**src/rtl/multicycle_control_unit_if.sv**
```systemverilog
// multicycle_control_unit_if: instruction fields, ALU flag and datapath controls between control unit and datapath
interface multicycle_control_unit_if #(parameter int STATE_W = 6);
  logic [5:0] opcode;
  logic [5:0] funct;
  logic zero;
  logic memWriteOrRead;
  logic pcWrite;
  logic [1:0] pcSource;
  logic irWrite;
  logic writeA;
  logic writeB;
  logic aluSrcA;
  logic [1:0] aluSrcB;
  logic [2:0] aluControl;
  logic aluOutControl;
  logic mdrWrite;
  logic regDst;
  logic regWrite;
  logic [1:0] memToReg;
  logic halted;
  logic illegal;
  logic [STATE_W-1:0] estado;
  modport master(
    input opcode, funct, zero,
    output memWriteOrRead, pcWrite, pcSource, irWrite, writeA, writeB, aluSrcA, aluSrcB,
    aluControl, aluOutControl, mdrWrite, regDst, regWrite, memToReg, halted, illegal, estado
  );
  modport slave(
    output opcode, funct, zero,
    input memWriteOrRead, pcWrite, pcSource, irWrite, writeA, writeB, aluSrcA, aluSrcB,
    aluControl, aluOutControl, mdrWrite, regDst, regWrite, memToReg, halted, illegal, estado
  );
endinterface

```
**src/rtl/multicycle_control_unit.sv**
```systemverilog
// multicycle_control_unit: multicycle MIPS control FSM with memory wait states, branches, loads/stores, lui, j and illegal trap
module multicycle_control_unit #(
  parameter int MEM_WAIT = 1,
  parameter int STATE_W = 6
) (
  input logic clk,
  input logic reset,
  multicycle_control_unit_if.master bus
);
  localparam logic [STATE_W-1:0] sReset = 0, sFetch = 1, sFetchWait = 2, sIRWrite = 3, sDecode = 4,
    sExecR = 5, sWriteRegAlu = 6, sBranch = 7, sMemAddr = 8, sMemRead = 9, sMemReadWait = 10,
    sWriteRegMem = 11, sMemWrite = 12, sLui = 13, sJump = 14, sBreak = 15, sIllegal = 16;
  localparam logic [3:0] lastWait = 4'(MEM_WAIT - 1);
  logic [STATE_W-1:0] state, nextState, decodeTarget;
  logic [3:0] waitCnt;
  logic waitDone, isRType, inWait;
  assign waitDone = waitCnt == lastWait;
  assign inWait = state == sFetchWait || state == sMemReadWait;
  assign isRType = bus.funct == 6'h20 || bus.funct == 6'h24 || bus.funct == 6'h22 || bus.funct == 6'h26;
  // Wait counter runs only while staying in a wait state, so every entry starts at zero
  always_ff @(posedge clk) begin
    if (!reset) begin
      state <= sReset;
      waitCnt <= '0;
    end else begin
      state <= nextState;
      waitCnt <= (inWait && nextState == state) ? waitCnt + 4'd1 : '0;
    end
  end
  always_comb begin
    decodeTarget = bus.opcode == 6'h00 ? (isRType ? sExecR :
                                          bus.funct == 6'h0d ? sBreak :
                                          bus.funct == 6'h00 ? sFetch : sIllegal) :
                   (bus.opcode == 6'h04 || bus.opcode == 6'h05) ? sBranch :
                   (bus.opcode == 6'h23 || bus.opcode == 6'h2b) ? sMemAddr :
                   bus.opcode == 6'h0f ? sLui :
                   bus.opcode == 6'h02 ? sJump : sIllegal;
  end
  always_comb begin
    nextState = sReset;
    case (state)
      sReset: nextState = sFetch;
      sFetch: nextState = sFetchWait;
      sFetchWait: nextState = waitDone ? sIRWrite : sFetchWait;
      sIRWrite: nextState = sDecode;
      sDecode: nextState = decodeTarget;
      sExecR: nextState = sWriteRegAlu;
      sMemAddr: nextState = bus.opcode == 6'h23 ? sMemRead : sMemWrite;
      sMemRead: nextState = sMemReadWait;
      sMemReadWait: nextState = waitDone ? sWriteRegMem : sMemReadWait;
      sWriteRegAlu, sBranch, sWriteRegMem, sMemWrite, sLui, sJump: nextState = sFetch;
      sBreak: nextState = sBreak;
      sIllegal: nextState = sIllegal;
      default: nextState = sReset;
    endcase
  end
  always_comb begin
    bus.memWriteOrRead = 1'b0;
    bus.pcWrite = 1'b0;
    bus.pcSource = 2'b00;
    bus.irWrite = 1'b0;
    bus.writeA = 1'b0;
    bus.writeB = 1'b0;
    bus.aluSrcA = 1'b0;
    bus.aluSrcB = 2'b00;
    bus.aluControl = 3'b000;
    bus.aluOutControl = 1'b0;
    bus.mdrWrite = 1'b0;
    bus.regDst = 1'b0;
    bus.regWrite = 1'b0;
    bus.memToReg = 2'b00;
    bus.halted = 1'b0;
    bus.illegal = 1'b0;
    bus.estado = state;
    case (state)
      sFetch: begin
        bus.aluSrcB = 2'b01;
        bus.aluControl = 3'b001;
      end
      sIRWrite: begin
        bus.irWrite = 1'b1;
        bus.pcWrite = 1'b1;
        bus.aluSrcB = 2'b01;
        bus.aluControl = 3'b001;
      end
      sDecode: begin
        bus.writeA = 1'b1;
        bus.writeB = 1'b1;
        bus.aluSrcB = 2'b11;
        bus.aluControl = 3'b001;
        bus.aluOutControl = 1'b1;
      end
      sExecR: begin
        bus.aluSrcA = 1'b1;
        bus.aluOutControl = 1'b1;
        bus.aluControl = bus.funct == 6'h24 ? 3'b011 :
                         bus.funct == 6'h22 ? 3'b010 :
                         bus.funct == 6'h26 ? 3'b110 : 3'b001;
      end
      sWriteRegAlu: begin
        bus.regDst = 1'b1;
        bus.regWrite = 1'b1;
      end
      sBranch: begin
        bus.aluSrcA = 1'b1;
        bus.aluControl = 3'b010;
        bus.pcSource = 2'b01;
        bus.pcWrite = bus.opcode == 6'h04 ? bus.zero : ~bus.zero;
      end
      sMemAddr: begin
        bus.aluSrcA = 1'b1;
        bus.aluSrcB = 2'b10;
        bus.aluControl = 3'b001;
        bus.aluOutControl = 1'b1;
      end
      sMemReadWait: bus.mdrWrite = waitDone;
      sWriteRegMem: begin
        bus.regWrite = 1'b1;
        bus.memToReg = 2'b01;
      end
      sMemWrite: bus.memWriteOrRead = 1'b1;
      sLui: begin
        bus.regWrite = 1'b1;
        bus.memToReg = 2'b10;
      end
      sJump: begin
        bus.pcWrite = 1'b1;
        bus.pcSource = 2'b10;
      end
      sBreak: bus.halted = 1'b1;
      sIllegal: bus.illegal = 1'b1;
      default: ;
    endcase
  end
endmodule

```
**src/flat_wrapper.sv**
```systemverilog
// flat-port wrapper written by rule: the top's interface ports become plain ports
module multicycle_control_unit_flat 
#(
  parameter int MEM_WAIT = 1,
  parameter int STATE_W = 6
)
  (clk, reset, bus_opcode, bus_funct, bus_zero, bus_memWriteOrRead, bus_pcWrite, bus_pcSource, bus_irWrite, bus_writeA, bus_writeB, bus_aluSrcA, bus_aluSrcB, bus_aluControl, bus_aluOutControl, bus_mdrWrite, bus_regDst, bus_regWrite, bus_memToReg, bus_halted, bus_illegal, bus_estado);
  multicycle_control_unit_if #(.STATE_W(STATE_W)) bus_i ();
  input logic clk;
  input logic reset;
  input wire logic [$bits(bus_i.opcode)-1:0] bus_opcode;
  input wire logic [$bits(bus_i.funct)-1:0] bus_funct;
  input wire logic [$bits(bus_i.zero)-1:0] bus_zero;
  output wire logic [$bits(bus_i.memWriteOrRead)-1:0] bus_memWriteOrRead;
  output wire logic [$bits(bus_i.pcWrite)-1:0] bus_pcWrite;
  output wire logic [$bits(bus_i.pcSource)-1:0] bus_pcSource;
  output wire logic [$bits(bus_i.irWrite)-1:0] bus_irWrite;
  output wire logic [$bits(bus_i.writeA)-1:0] bus_writeA;
  output wire logic [$bits(bus_i.writeB)-1:0] bus_writeB;
  output wire logic [$bits(bus_i.aluSrcA)-1:0] bus_aluSrcA;
  output wire logic [$bits(bus_i.aluSrcB)-1:0] bus_aluSrcB;
  output wire logic [$bits(bus_i.aluControl)-1:0] bus_aluControl;
  output wire logic [$bits(bus_i.aluOutControl)-1:0] bus_aluOutControl;
  output wire logic [$bits(bus_i.mdrWrite)-1:0] bus_mdrWrite;
  output wire logic [$bits(bus_i.regDst)-1:0] bus_regDst;
  output wire logic [$bits(bus_i.regWrite)-1:0] bus_regWrite;
  output wire logic [$bits(bus_i.memToReg)-1:0] bus_memToReg;
  output wire logic [$bits(bus_i.halted)-1:0] bus_halted;
  output wire logic [$bits(bus_i.illegal)-1:0] bus_illegal;
  output wire logic [$bits(bus_i.estado)-1:0] bus_estado;
  assign bus_i.opcode = bus_opcode;
  assign bus_i.funct = bus_funct;
  assign bus_i.zero = bus_zero;
  assign bus_memWriteOrRead = bus_i.memWriteOrRead;
  assign bus_pcWrite = bus_i.pcWrite;
  assign bus_pcSource = bus_i.pcSource;
  assign bus_irWrite = bus_i.irWrite;
  assign bus_writeA = bus_i.writeA;
  assign bus_writeB = bus_i.writeB;
  assign bus_aluSrcA = bus_i.aluSrcA;
  assign bus_aluSrcB = bus_i.aluSrcB;
  assign bus_aluControl = bus_i.aluControl;
  assign bus_aluOutControl = bus_i.aluOutControl;
  assign bus_mdrWrite = bus_i.mdrWrite;
  assign bus_regDst = bus_i.regDst;
  assign bus_regWrite = bus_i.regWrite;
  assign bus_memToReg = bus_i.memToReg;
  assign bus_halted = bus_i.halted;
  assign bus_illegal = bus_i.illegal;
  assign bus_estado = bus_i.estado;
  multicycle_control_unit #(.MEM_WAIT(MEM_WAIT), .STATE_W(STATE_W)) u_core (.clk(clk), .reset(reset), .bus(bus_i));
endmodule
```
**config.mk**
```make
export PLATFORM = sky130hd
export DESIGN_NAME = multicycle_control_unit_flat
export DESIGN_NICKNAME = d
export VERILOG_FILES = /design/src/rtl/multicycle_control_unit_if.sv /design/src/rtl/multicycle_control_unit.sv /design/src/flat_wrapper.sv
export SDC_FILE = /design/constraint.sdc
export NUM_CORES = 1
export LEC_CHECK = 0
export CAP_MARGIN = 40
export CORE_MARGIN = 1
export CORE_UTILIZATION = 45
export CTS_BUF_LIST = sky130_fd_sc_hd__clkbuf_16
export DETAILED_ROUTE_END_ITERATION = 8
export PLACE_DENSITY = 0.93
export SYNTH_ARGS = -nofsm -noshare
export SYNTH_HDL_FRONTEND = slang
export SYNTH_SLANG_ARGS = --single-unit
```
**constraint.sdc**
```tcl
create_clock -name clk -period 3.6 [get_ports clk]
set_clock_uncertainty 0.05 [all_clocks]
set_input_delay 1.08 -clock clk [delete_from_list [all_inputs] [get_ports clk]]
set_output_delay 1.08 -clock clk [all_outputs]
set_load 0.01 [all_outputs]
```
# Word-level counts from Yosys, hierarchy flattened
# Cells that the tools add are included.
# word_totals
regBits,10
input_bits,15
output_inout_bits,27
# op_classes
addsub,1
eq_ne,28
n_mux,31
bitwise,1
n_reduce_logical,19
# ops
cell,count
6-bit case mux with 11 select lines,1
6-bit by 4-bit == test with 1-bit output (second input constant),10
6-bit by 3-bit == test with 1-bit output (second input constant),6
6-bit == test (second input constant),6
6-bit two-way mux,6
6-bit by 2-bit == test with 1-bit output (second input constant),3
6-bit zero test,3
1-bit two-way mux,13
3-bit two-way mux,4
5-bit two-way mux,2
3-bit case mux with 3 select lines,1
3-bit OR reduction,3
2-bit case mux with 2 select lines,2
7-bit OR reduction,1
6-bit by 1-bit == test with 1-bit output (second input constant),1
6-bit by 5-bit == test with 1-bit output (second input constant),1
6-bit == test,1
1-bit logical OR,6
2-bit case mux with 3 select lines,1
4-bit by 1-bit adder with 4-bit output (second input constant),1
4-bit zero test,1
2-bit OR reduction,2
4-bit OR reduction,1
1-bit case mux with 2 select lines,1
other kinds (3),3

# Longest topological paths before layout
# depth
ltp_word,10
ltp_mapped,6
depth_no_buf,6

# Worst setup path before layout
# Ideal clock, no wire load.
# synth_timing
path_type,input port to output port
startpoint,in bus_funct[0]
endpoint,out bus_aluControl[1]
t_arrival_ns,1.960
slack_ns,0.510
path_stages,3
cell_sequence,nor4b_1 -> o21ai_0 -> a21oi_1
# synth_via
elab_chain_len,5
word_cells_on_any_way,7
# synth_lines
element,line,text
"start, declared",flat_wrapper.sv:12,input wire logic [$bits(bus_i.funct)-1:0] bus_funct;
6-bit == test,multicycle_control_unit.sv:98,bus.funct == 6'h26 ? 3'b110 : 3'b001;
3-bit two-way mux,multicycle_control_unit.sv:98,
3-bit two-way mux,multicycle_control_unit.sv:97,bus.funct == 6'h22 ? 3'b010 :
3-bit two-way mux (*),multicycle_control_unit.sv:96,bus.aluControl = bus.funct == 6'h24 ? 3'b011 :
3-bit case mux with 3 select lines (*),multicycle_control_unit.sv:75,case (state)
"end, declared",flat_wrapper.sv:22,output wire logic [$bits(bus_i.aluControl)-1:0] bus_aluControl;
# Every way passes the cells marked *; elsewhere a longest branch is shown, timed or not.

# Worst setup path after layout
# layout_timing
startpoint,in bus_opcode[3]
endpoint,out bus_pcWrite
# layout_via
elab_chain_len,3
# layout_lines
element,line,text
"start, declared",flat_wrapper.sv:11,input wire logic [$bits(bus_i.opcode)-1:0] bus_opcode;
6-bit by 3-bit == test with 1-bit output,multicycle_control_unit.sv:108,bus.pcWrite = bus.opcode == 6'h04 ? bus.zero : ~bus.zero;
1-bit two-way mux,multicycle_control_unit.sv:108,
1-bit case mux with 2 select lines,multicycle_control_unit.sv:75,
"end, declared",flat_wrapper.sv:15,output wire logic [$bits(bus_i.pcWrite)-1:0] bus_pcWrite;
# Every way passes these cells.

==> impl_metrics.py <==
metrics = {
    "run_status": {
        "run_status": "finished clean",
    },
    "logic_synthesis": {
        "synth_seq_cells": 9,
        "synth_top_area_cell": "dfxtp_1",
        "synth.distinct_cells": 54,
        "netlist_top_cells_count": "nand2_1, nor2_1, dfxtp_1, nor3_1, a21oi_1",
        "yosys_warnings": 0,
        "synthesis.instances": 147,
        "synth_sequential_area_ratio": 0.166,
        "synthSimpleGateAreaFrac": 0.425,
        "async_flop_share": 0,
        "syn-mean-instance-area_um2": 7.41,
        "synth_compound_area_frac": 0.261,
        "synth_fa_ha_area_frac": 0.0230,
        "yosys.cell_count.top_type": "nand2_1",
        "synth.mux.area_fraction": 0.0184,
        "edff_count_synth": 0,
        "synth_top_family_by_area": "simple AND/OR/NAND/NOR gates",
        "syn_nets": 164,
        "netlist.area_leader.share": 0.166,
        "synth.cell_area_um2": 1090,
        "yosys_most_used_dff": "dfxtp_1",
        "synthesized_area_fraction_occupied_by_xor_and_xnor_cells": 0.0322,
        "ys_top_cells_by_area": "dfxtp_1, nand2_1, nor2_1",
    },
    "global_route": {
        "grt_first_pass_wirelength_um": 5610,
        "grt_pass1_vias": 1237,
        "grt-ovfl-total": 0,
        "global_route.usage.total": 0.288,
        "grt_start_max_net_pins": 25,
        "initial_antenna_violation_count": 0,
    },
    "min_path": {
        "hold_path.class": "reg2reg",
    },
    "floorplan": {
        "floorplan.rows": 17,
        "initial_core_util": 0.483,
        "die_height_um": 51.2,
        "design.core.area_um2": 2250,
        "width_of_the_die_um": 51.2,
        "die_area_um2": 2620,
        "floorplan.io_pins": 42,
    },
    "setup_path": {
        "critPathMaxStageDelay_ps": 420,
        "criticalPathCategory": "in2out",
        "setup.worst_path.start_class": "input pin",
        "r2r_setup_slack_ps": 1620,
        "worst_setup_path_end_kind": "output pin",
        "arrival_ps": 2310,
        "timing.critical_path.fanout_max": 2,
        "crit_path_cell_trace": "clkdlybuf4s50_1 > nor2_1 > and4_1 > o21ai_1 > a21o_1 > clkdlybuf4s15_2",
        "crit_required_ps": 2470,
        "crit_buf_inv": 2,
        "cp_top_family": "buffers and inverters",
        "worst_path_max_delay_cell": "clkdlybuf4s50_1",
    },
    "timing": {
        "layout_min_cycle_time_ps": 3440,
        "worst_slew_pin_slew_ps": 724,
        "rsz0062_at_grt": "false",
        "timing.final.hold_violations": 0,
        "period_share": 0.955,
        "final_number_of_setup_violating_endpoints": 0,
        "maxSlewViolCount": 0,
        "max-slew-margin-rel": 0.516,
        "fin_hold_ws_ps": 467,
        "max_clock_freq_mhz": 291,
    },
    "detailed_routing": {
        "ant_nets": 0,
        "remaining_drc_errors": 0,
        "avgViaCountPerCell": 6.04,
        "drtIter0Drc": 57,
        "route.final.wire_length_um": 3690,
        "drtPass1Iterations": 4,
        "wl_per_cell_um": 16.6,
        "vias": 1340,
    },
    "final_layout": {
        "storage_element_area_um2": 183,
        "drive_gt1_frac": 0.175,
        "final_nets": 212,
        "finalCoreUtilization": 0.746,
        "layoutNonFillerInstCount": 222,
        "final_cell_area_um2": 1680,
        "area_of_combinational_cells_with_multiple_inputs_um2": 857,
        "nFillCells": 170,
        "antenna-diode-count": 0,
        "area.growth.synth_to_final_pct": 54.5,
    },
    "clocking": {
        "numCtsBuffers": 3,
        "tritoncts_num_sinks": 9,
        "cts-root-to-sink-buffers": 2,
        "clk_root_buffer_cell": "clkbuf_16",
        "cts_tree": "yes",
        "h-tree-depth": 1,
        "cts.reportedPaths.clkPinSlew_ps": 40,
        "clk_lat_worst_skew_ps": 240,
    },
    "placement": {
        "dpl.hpwl_um": 2660,
        "placed_cells_incl_taps": 216,
        "gp_congestion": 0.885,
        "port_buffers": 40,
        "dpl-instance-area_um2": 1550,
    },
    "power": {
        "irDropWorstVdd_mv": 0.396,
        "pleak_nw": 0.697,
        "powerDensity_nw_per_um2": 421,
    },
    "job": {
        "max_cap_violations": 0,
    },
}
[what timing repair did]
action / in CTS / in global routing
pin swaps: 3 / 3
gates resized for setup: 13 / 12
setup endpoints to repair: 4 / 8
setup buffers: 2 / 0
hold buffers: 0 / 0
[flip-flops by register name (all words and copies together) (netlist names)]
register and cells:
u_core.bus.estado 5, u_core.waitCnt 4
[final timing paths]
| check | from | end | depth (start not counted) |
|---|---|---|---|
| hold reg to reg | u_core.waitCnt[0] | u_core.waitCnt[0] | 1 |
| setup / recovery | bus_opcode[3] | bus_pcWrite | 6 |
| setup reg to reg | u_core.bus.estado[4] | u_core.waitCnt[2] | 5 |
| hold / removal | u_core.waitCnt[0] | u_core.waitCnt[0] | 1 |
[cell families (layout without fill, tap and decap cells)]
family                     after synthesis  in the layout
AOI/OAI and AO/OA                       36             36
xor gates and xnor gates                 4              4
adders and majority gates                2              2
buffers and inverters                   16             63
DFF                                      9              9
muxes                                    2              2
other                                    1              1
and+or+nand+nor                         77             77
[final cells by class]
cell class,count,area share
inverter,6,0.0134
clock buffer,3,0.0446
multi-input combinational,122,0.510
clock inverter,1,0.00223
timing repair buffer,53,0.301
sequential,9,0.109
tap,28,0.0208
[report_power, final]
group | internal (mW) | switching [mW] | total, mW
logic | 0.172 | 0.171 | 0.344
clock network | 0.145 | 0.0484 | 0.194
registers | 0.113 | 0.0581 | 0.171
total | 0.431 | 0.278 | 0.708
[worst reg2reg max path, delay by kind of cell, from the launching register on]
kind / cells / cell delay, ps
DFF: 1 / 780
AOI/OAI and AO/OA: 2 / 350
buffers and inverters: 1 / 150
and+or+nand+nor: 2 / 550
[stage by stage]
stage	TNS, ps	total power, mW	setup WS (ps)
after CTS	0	0.701	0.939
after global placement	-1070	0.498	-298
after detailed placement	-1440	0.514	-398
final	0	0.708	161
after global routing	0	0.754	68.7
after floorplan	0	0.378	510
[cell usage in the layout (no fill, tap or decap), drive strengths merged, types with 2 or more instances in the layout]
master / count
o21ai: 4
nor2b: 7
ha: 2
nand3: 3
a31oi: 2
clkbuf: 3
nor4b: 4
nor4: 4
o211ai: 3
a21o: 3
o32ai: 2
a21oi: 8
dfxtp: 9
clkdlybuf4s50: 29
nand2: 16
or3: 2
dlymetal6s2s: 7
a21boi: 2
xor2: 3
inv: 7
buf: 15
a211oi: 2
nor3b: 3
nand2b: 4
nor3: 9
a32oi: 2
nand4: 3
nor2: 13
or3b: 2
mux2i: 2
[layer usage]
layer  up-vias  routed length, µm  share of wire  track usage
li1        634                  -              -            -
met1       619               1430           0.39        0.331
met2        69               1860           0.50        0.533
met3        18                243          0.066       0.0536
met4         0                157          0.043       0.0833
met5         -                  0              0            0
(Power assumes the default switching activity.)
